<file path="config.mk">
export PLATFORM = sky130hd
export DESIGN_NAME = wb_regfile
export DESIGN_NICKNAME = d
export VERILOG_FILES = /design/src/rtl/cpu_pkg.sv /design/src/rtl/wb_regfile_core.sv /design/src/rtl/wb_regfile.sv
export SDC_FILE = /design/constraint.sdc
export NUM_CORES = 2
export LEC_CHECK = 0
export ABC_AREA = 1
export BUFFER_PORTS_ARGS = -buffer_cell sky130_fd_sc_hd__buf_4
export CORE_MARGIN = 2
export CORE_UTILIZATION = 45
export DETAILED_ROUTE_END_ITERATION = 6
export PLACE_DENSITY = 0.64
export RECOVER_POWER = 50
export SLEW_MARGIN = 10
export SYNTH_ARGS = -nofsm -noshare
export SYNTH_HDL_FRONTEND = slang
export SYNTH_SLANG_ARGS = --single-unit
</file>
<file path="constraint.sdc">
create_clock -name clk_i -period 2.5 [get_ports clk_i]
set_input_delay 0.375 -clock clk_i [delete_from_list [all_inputs] [get_ports clk_i]]
set_output_delay 0.375 -clock clk_i [all_outputs]
set_load 0.1 [all_outputs]
</file>
<file path="src/rtl/cpu_pkg.sv">
// Shared CPU-wide constants: datapath widths, the hard-wired zero register
// and the MemtoReg select encoding used by control, MEM/WB and writeback.
package cpu_pkg;

  localparam int DATA_W = 32;
  localparam int ADDR_W = 5;

  localparam logic [ADDR_W-1:0] ZERO_REG = '0;

  localparam logic SEL_ALU = 1'b0;
  localparam logic SEL_MEM = 1'b1;

endpackage

</file>
<file path="src/rtl/wb_regfile_core.sv">
// Architectural integer register storage with synchronous clear, a
// hard-wired zero register and two raw combinational read ports.
module regfile_core #(
  parameter int DATA_W   = cpu_pkg::DATA_W,
  parameter int ADDR_W   = cpu_pkg::ADDR_W,
  parameter int NUM_REGS = 2 ** ADDR_W
) (
  input  logic              clk_i,
  input  logic              rst_i,
  input  logic              we_i,
  input  logic [ADDR_W-1:0] waddr_i,
  input  logic [DATA_W-1:0] wdata_i,
  input  logic [ADDR_W-1:0] raddr1_i,
  input  logic [ADDR_W-1:0] raddr2_i,
  output logic [DATA_W-1:0] rdata1_o,
  output logic [DATA_W-1:0] rdata2_o
);
  import cpu_pkg::*;

  logic [DATA_W-1:0] regs_q [NUM_REGS];

  // x0 is excluded from writes here as well, so the storage never holds a
  // stale value there even if a caller forgets to gate the enable.
  always_ff @(posedge clk_i) begin
    if (rst_i) begin
      for (int i = 0; i < NUM_REGS; i++) begin
        regs_q[i] <= '0;
      end
    end else if (we_i && (waddr_i != ADDR_W'(ZERO_REG))) begin
      regs_q[waddr_i] <= wdata_i;
    end
  end

  assign rdata1_o = (raddr1_i == ADDR_W'(ZERO_REG)) ? '0 : regs_q[raddr1_i];
  assign rdata2_o = (raddr2_i == ADDR_W'(ZERO_REG)) ? '0 : regs_q[raddr2_i];

endmodule

</file>
<file path="src/rtl/wb_regfile.sv">
// Writeback stage: selects the writeback value, commits it to the register
// file, bypasses it to same-cycle ID reads and counts committed writes.
module wb_regfile #(
  parameter int DATA_W   = cpu_pkg::DATA_W,
  parameter int ADDR_W   = cpu_pkg::ADDR_W,
  parameter int NUM_REGS = 2 ** ADDR_W,
  parameter int CNT_W    = 32
) (
  input  logic              clk_i,
  input  logic              rst_i,
  input  logic              RegWrite_i,
  input  logic              MemtoReg_i,
  input  logic [DATA_W-1:0] ALUdata_i,
  input  logic [DATA_W-1:0] ReadData_i,
  input  logic [ADDR_W-1:0] RDaddr_i,
  input  logic [ADDR_W-1:0] RS1addr_i,
  input  logic [ADDR_W-1:0] RS2addr_i,
  output logic [DATA_W-1:0] RS1data_o,
  output logic [DATA_W-1:0] RS2data_o,
  output logic [DATA_W-1:0] WBdata_o,
  output logic              WBvalid_o,
  output logic [CNT_W-1:0]  WrCount_o
);
  import cpu_pkg::*;

  logic [DATA_W-1:0] wbData;
  logic              wbValid;
  logic [DATA_W-1:0] rawData1;
  logic [DATA_W-1:0] rawData2;
  logic [CNT_W-1:0]  wrCount_q;
  logic [CNT_W-1:0]  wrCount_d;

  assign wbData  = (MemtoReg_i == SEL_MEM) ? ReadData_i : ALUdata_i;
  assign wbValid = RegWrite_i && (RDaddr_i != ADDR_W'(ZERO_REG));

  regfile_core #(
    .DATA_W  (DATA_W),
    .ADDR_W  (ADDR_W),
    .NUM_REGS(NUM_REGS)
  ) u_core (
    .clk_i   (clk_i),
    .rst_i   (rst_i),
    .we_i    (wbValid),
    .waddr_i (RDaddr_i),
    .wdata_i (wbData),
    .raddr1_i(RS1addr_i),
    .raddr2_i(RS2addr_i),
    .rdata1_o(rawData1),
    .rdata2_o(rawData2)
  );

  // A bypass hit can never target x0 because wbValid already excludes it,
  // so the core's zero rule stays authoritative for address 0.
  assign RS1data_o = (wbValid && (RDaddr_i == RS1addr_i)) ? wbData : rawData1;
  assign RS2data_o = (wbValid && (RDaddr_i == RS2addr_i)) ? wbData : rawData2;

  always_comb begin
    wrCount_d = wrCount_q;
    if (wbValid) begin
      wrCount_d = wrCount_q + CNT_W'(1);
    end
  end

  always_ff @(posedge clk_i) begin
    if (rst_i) begin
      wrCount_q <= '0;
    end else begin
      wrCount_q <= wrCount_d;
    end
  end

  assign WBdata_o  = wbData;
  assign WBvalid_o = wbValid;
  assign WrCount_o = wrCount_q;

endmodule

</file>
Word-level counts from Yosys, hierarchy flattened
Memory sizes are Yosys's and may differ from the RTL's.
Cells that the tools add are included.
Widths: inputs -> output; s select.
Word-level totals
  register bits: 32
  bits in latches: 0
  RAM bits: 1024
  bits in read-only memories: 0
  input port bits: 83
  output and inout port bits: 129
  logic and storage cells: 26
  memories kept: 1
Cells by class
  add/subtract/negate cells: 1
  $mul: 0
  div/mod/pow operators: 0
  magnitude comparators: 0
  equality and inequality tests: 2
  shift operators: 0
  multiplexer cells: 13
  bitwise gates (word level): 0
  reduce and logical (&&, ||, !) cells: 8
Memory list
  u_core.regs_q: words 32, bits a word 32, read ports 2, clocked after Yosys merged registers in 0, wr ports 32, line wb_regfile_core.sv:20  | logic [DATA_W-1:0] regs_q [NUM_REGS];
Operators by type and width (count)
  $mux 32: 6
  $add 32x1->32 const B: 1
  $reduce_or 32->1: 1
  $eq 5x5->1: 2
  $logic_not 5->1: 2
  $mux 1: 6
  $mux 5: 1
  $reduce_bool 5->1: 1
  $logic_and 1x1->1: 4

Depth between registers and ports, before layout
  word-level depth: 8
  mapped depth: 12
  mapped depth without buffers: 10

Cells and area by module
From an unflattened synthesis, not the netlist that was laid out.
Second synthesis, totals
  cells, all modules: 7828
  area, all modules: 59873.7 µm²
By module, submodules not included
  regfile_core: times used 1, cells each 7252, area an instance 56525.5 µm², seq. area each 30749.5 µm²
  wb_regfile: times used 1, cells each 576, area an instance 3348.2 µm², seq. area each 640.6 µm²

Least setup slack after synthesis
Ideal clock, no wire load.
  kind: input-to-output
  from: input MemtoReg_i
  to: output RS1data_o[10]
  arrival time: 2.514 ns
  data required time: 2.125 ns
  slack: -0.389 ns
  stages: 6
  cells stage by stage: clkbuf_1 -> buf_1 -> o21ai_1 -> inv_1 -> nand2_1 -> nand2_1
Between the ends
  word-level cells in the longest chain between the ends: 2
Ends and longest elaborated chain
  start: declaration: line wb_regfile.sv:12  | input logic MemtoReg_i,
  $mux 32: line wb_regfile.sv:33  | assign wbData = (MemtoReg_i == SEL_MEM) ? ReadData_i : ALUdata_i;
  named net WBdata_o[10]: line wb_regfile.sv:20  | output logic [DATA_W-1:0] WBdata_o,
  $mux 32: line wb_regfile.sv:54  | assign RS1data_o = (wbValid && (RDaddr_i == RS1addr_i)) ? wbData : rawData1;
  end: declaration: line wb_regfile.sv:18  | output logic [DATA_W-1:0] RS1data_o,
The timed path passes the listed nets, and every way through them passes these cells.

Worst setup path after layout
  from: input RS2addr_i[2]
  to: output RS2data_o[9]
Between the ends
  word-level cells in the longest chain between the ends: 3
Ends and longest elaborated chain
  start: declaration: line wb_regfile.sv:17  | input logic [ADDR_W-1:0] RS2addr_i,
  $mem_v2 32x32, or another cell as far along
  $mux 32 or $logic_and 1x1->1 (tied branches): line wb_regfile_core.sv:35, wb_regfile.sv:55
  $mux 32 *: line wb_regfile.sv:55  | assign RS2data_o = (wbValid && (RDaddr_i == RS2addr_i)) ? wbData : rawData2;
  end: declaration: line wb_regfile.sv:19  | output logic [DATA_W-1:0] RS2data_o,
Every way passes the cells marked *; elsewhere a longest branch is shown, timed or not.

==> reports/metrics.csv <==
metric,value,unit
run status,"finished, violations left",
failing checks,"DRC, capacitance limit, slew limit, setup timing",
combinational share of power,20.8,%
top-count cell post-synth,nand2_1,
Post-DRT Antenna Nets,0,
CP top delay family,buffers and inverters,
Slew HR,-15.5,%
syn avg cell area,7.93,µm²
"Largest stage delay, worst path",280,ps
gr usage total,33.8,%
Clk network pwr share,34.9,%
"Arr. time, crit path",2250,ps
first-pass GRT wire length,336,mm
Post-DP HPWL,147,mm
f_max,381,MHz
Setup-failing EPs final,56,
hold depth,5,
# H-tree levels,3,
Worst Clk Skew,7.91,ps
Final WS setup,-127,ps
GRT met3 Usage,6.78,%
GRT busiest layer,met2,
GP Congestion,0.944,
vias in the first global route,52600,
Seq pwr share,44.3,%
Netlist cell types,31,
routed vias/inst,5.95,
maxcap violations,1,
Post-route DRC,1,
fin. max-slew vios,52,
Syn Inst Count,7413,
post-synthesis sequential element count,1056,
worst r2r src,WrCount_o[1],
Area contributors post-synth,"edfxtp_1 52%, nand2_1 14%, nor2_1 8.4%",
CP Cell Sequence,"buf_6, buf_4, nor2_4, buf_12, buf_6, bufbuf_16, nand2_1, a21oi_1, nor2_1, nand2_1, nand3_1, nand3_2, nand2_4, buf_8",
initial drt markers,7702,
hold endpoint,WrCount_o[19],
Tmin final,2630,ps
met2 usage,52.8,%
PwrDens,638,nW/µm²
Starting Density,45.4,%
routed len/inst,24.5,µm
Setup crit end kind,output pin,
CP Buf/Inv Count,6,
Die Height,365,µm
Post-synth top cells,"2167 x nand2_1, 1310 x nor2_1, 1024 x edfxtp_1, 749 x nand3_1, 498 x a21oi_1",
CTS Buf Count,116,
PortBufs,211,
Yosys Warn Count,0,
Fin Setup TNS,-3080,ps
Clock transition at path regs,60,ps
CP max stage cell,bufbuf_16,
Tightest Hold Check Type,in -> reg,
largest net degree at the start of global routing,75,
Leak,30.1,nW
CP Class,in -> out,
CTS tree,yes,
clock buffer depth,3,
post-placement setup slack,-635,ps
Via Count,56500,
Antenna Cells,0,
layout cells sized above 1,19.2,%
Least-Margin Pin Slew,1730,ps
"EDFF count, synth",1024,
RR Endpoint,WrCount_o[18],
initial antenna violation count,0,
"Cell Area, Synth",58800,µm²
Finished Core Util,56.9,%
sequential fraction of the synthesis area,53.4,%
Pre-antenna DRT Iters,7,
ys flop type,edfxtp_1,
P&R area growth vs syn,25.3,%
clock root cell,clkbuf_16,
Int Power,32.5,mW
Sink Count,1056,
DRT Wirelength,232,mm
RSZ-0062 raised after global routing,yes,
met1 usage,44.0,%
CP Launch Type,input pin,
CP max FO,10,
Total Nets Final,7757,
Reg2Reg Setup Slack,480,ps
Yosys top cell area share,52.3,%
global route overflow,0,
Cell Rows,132,
num ports,212,
Clock Latency Late Sink,740,ps
period utilization,105,%
worst hold start,rst_i,
P_sw,14.5,mW
die width,365,µm
die area,133000,µm²
peak supply drop,0.567,mV
core box area,129000,µm²
largest area contributor in the netlist,edfxtp_1,
switching share of power,30.9,%
critical path required time,2120,ps
worst reg2reg path depth,8,
Synth async-reset ratio,0,%
Final Hold Vio Count,0,
[worst register-to-register path: cells and delay by family, from the launching register on]
family                   cells  cell delay, ps
AND/OR/NAND/NOR              7            1200
adder cells (fa/ha/maj)      1             270
flip-flops                   1             380
[worst max-delay path by stage]
stage                     to                  from  slack, ps  cells after the start
4_1_cts         RS2data_o[0]  u_core.regs_q[23][0]       -110                      9
3_3_place_gp   RS2data_o[29]           RDaddr_i[3]       -650                      9
5_1_grt         RS2data_o[4]          RS2addr_i[0]       -180                     14
6_report        RS2data_o[9]          RS2addr_i[2]       -130                     14
3_5_place_dp   RS2data_o[29]           RDaddr_i[3]       -640                      9
2_1_floorplan  RS1data_o[12]            MemtoReg_i       -170                      6
[power by group through the flow]
| stage | Sequential (mW) | Clock [mW] | Combinational (mW) |
|---|---|---|---|
| after floorplan | 21.0 | 0 | 5.06 |
| after global placement | 21.1 | 0 | 8.25 |
| after detailed placement | 21.1 | 0 | 8.32 |
| after CTS | 20.8 | 16.5 | 9.32 |
| after global routing | 20.9 | 17.1 | 10.2 |
| final | 20.8 | 16.4 | 9.77 |
[cell type report]
class	count	area, µm²
clock buffers	149	3110
clock inverters	61	407
fillers	11400	55900
inverters	388	1520
multi-input cells	5367	26200
flip-flops and latches	1056	31400
well taps	1742	2180
repair buffers	744	8850
[metal layers]
metal	share of wire, %	vias up
met1	37	26900
met4	6.2	0
li1	-	25100
met2	45	3780
met5	0	-
met3	12	715
[through the flow]
step           instance area (µm²)  power (mW)  instances  hold WS (ps)
6_report                     73600        47.0       9507           262
5_1_grt                      73600        48.2       9507           288
4_1_cts                      73100        46.6       9474           145
3_5_place_dp                 66400        29.4       9236           487
3_3_place_gp                 66400        29.3       9236           480
2_1_floorplan                59300        26.1       7444           581
[logic make-up (layout without fill, tap and decap cells)]
family	count (synthesis)	in the layout	share of synthesized area (%)
XOR/XNOR	13	13	0.194
other	1	32	0.00638
AND/OR/NAND/NOR	4271	4271	29.1
AO/OA/AOI/OAI	1049	1050	10.1
flip-flops	1056	1056	53.4
buffers and inverters	1022	1342	7.14
adder cells (fa/ha/maj)	1	1	0.0213
[layout by cell type (no fill, tap or decap), drive strengths merged, types with 10 or more instances in the layout]
cell type  Yosys  layout
inv          386     377
nand3b        10      10
clkinv         2      54
o21ai        275     275
nand2       2178    2178
nand3        749     749
nor3          10      10
buf          352     651
clkinvlp       0      14
dfxtp         32      32
nor2        1314    1314
o211ai       273     273
a21oi        498     498
conb           1      32
clkbuf       282     234
edfxtp      1024    1024
[registers in the layout (all words and copies together) (netlist names)]
register / flops
u_core.regs_q: 1024
WrCount_o: 32
[repair_timing]
item	4_1_cts	5_1_grt
gates cloned	21	10
resized for setup	580	309
buffers inserted	17	28
endpoints found under the setup margin	64	64
hold buffers	1	0
hold endpoints to repair	1	0
pin swaps	166	240
(Power assumes the default switching activity.)
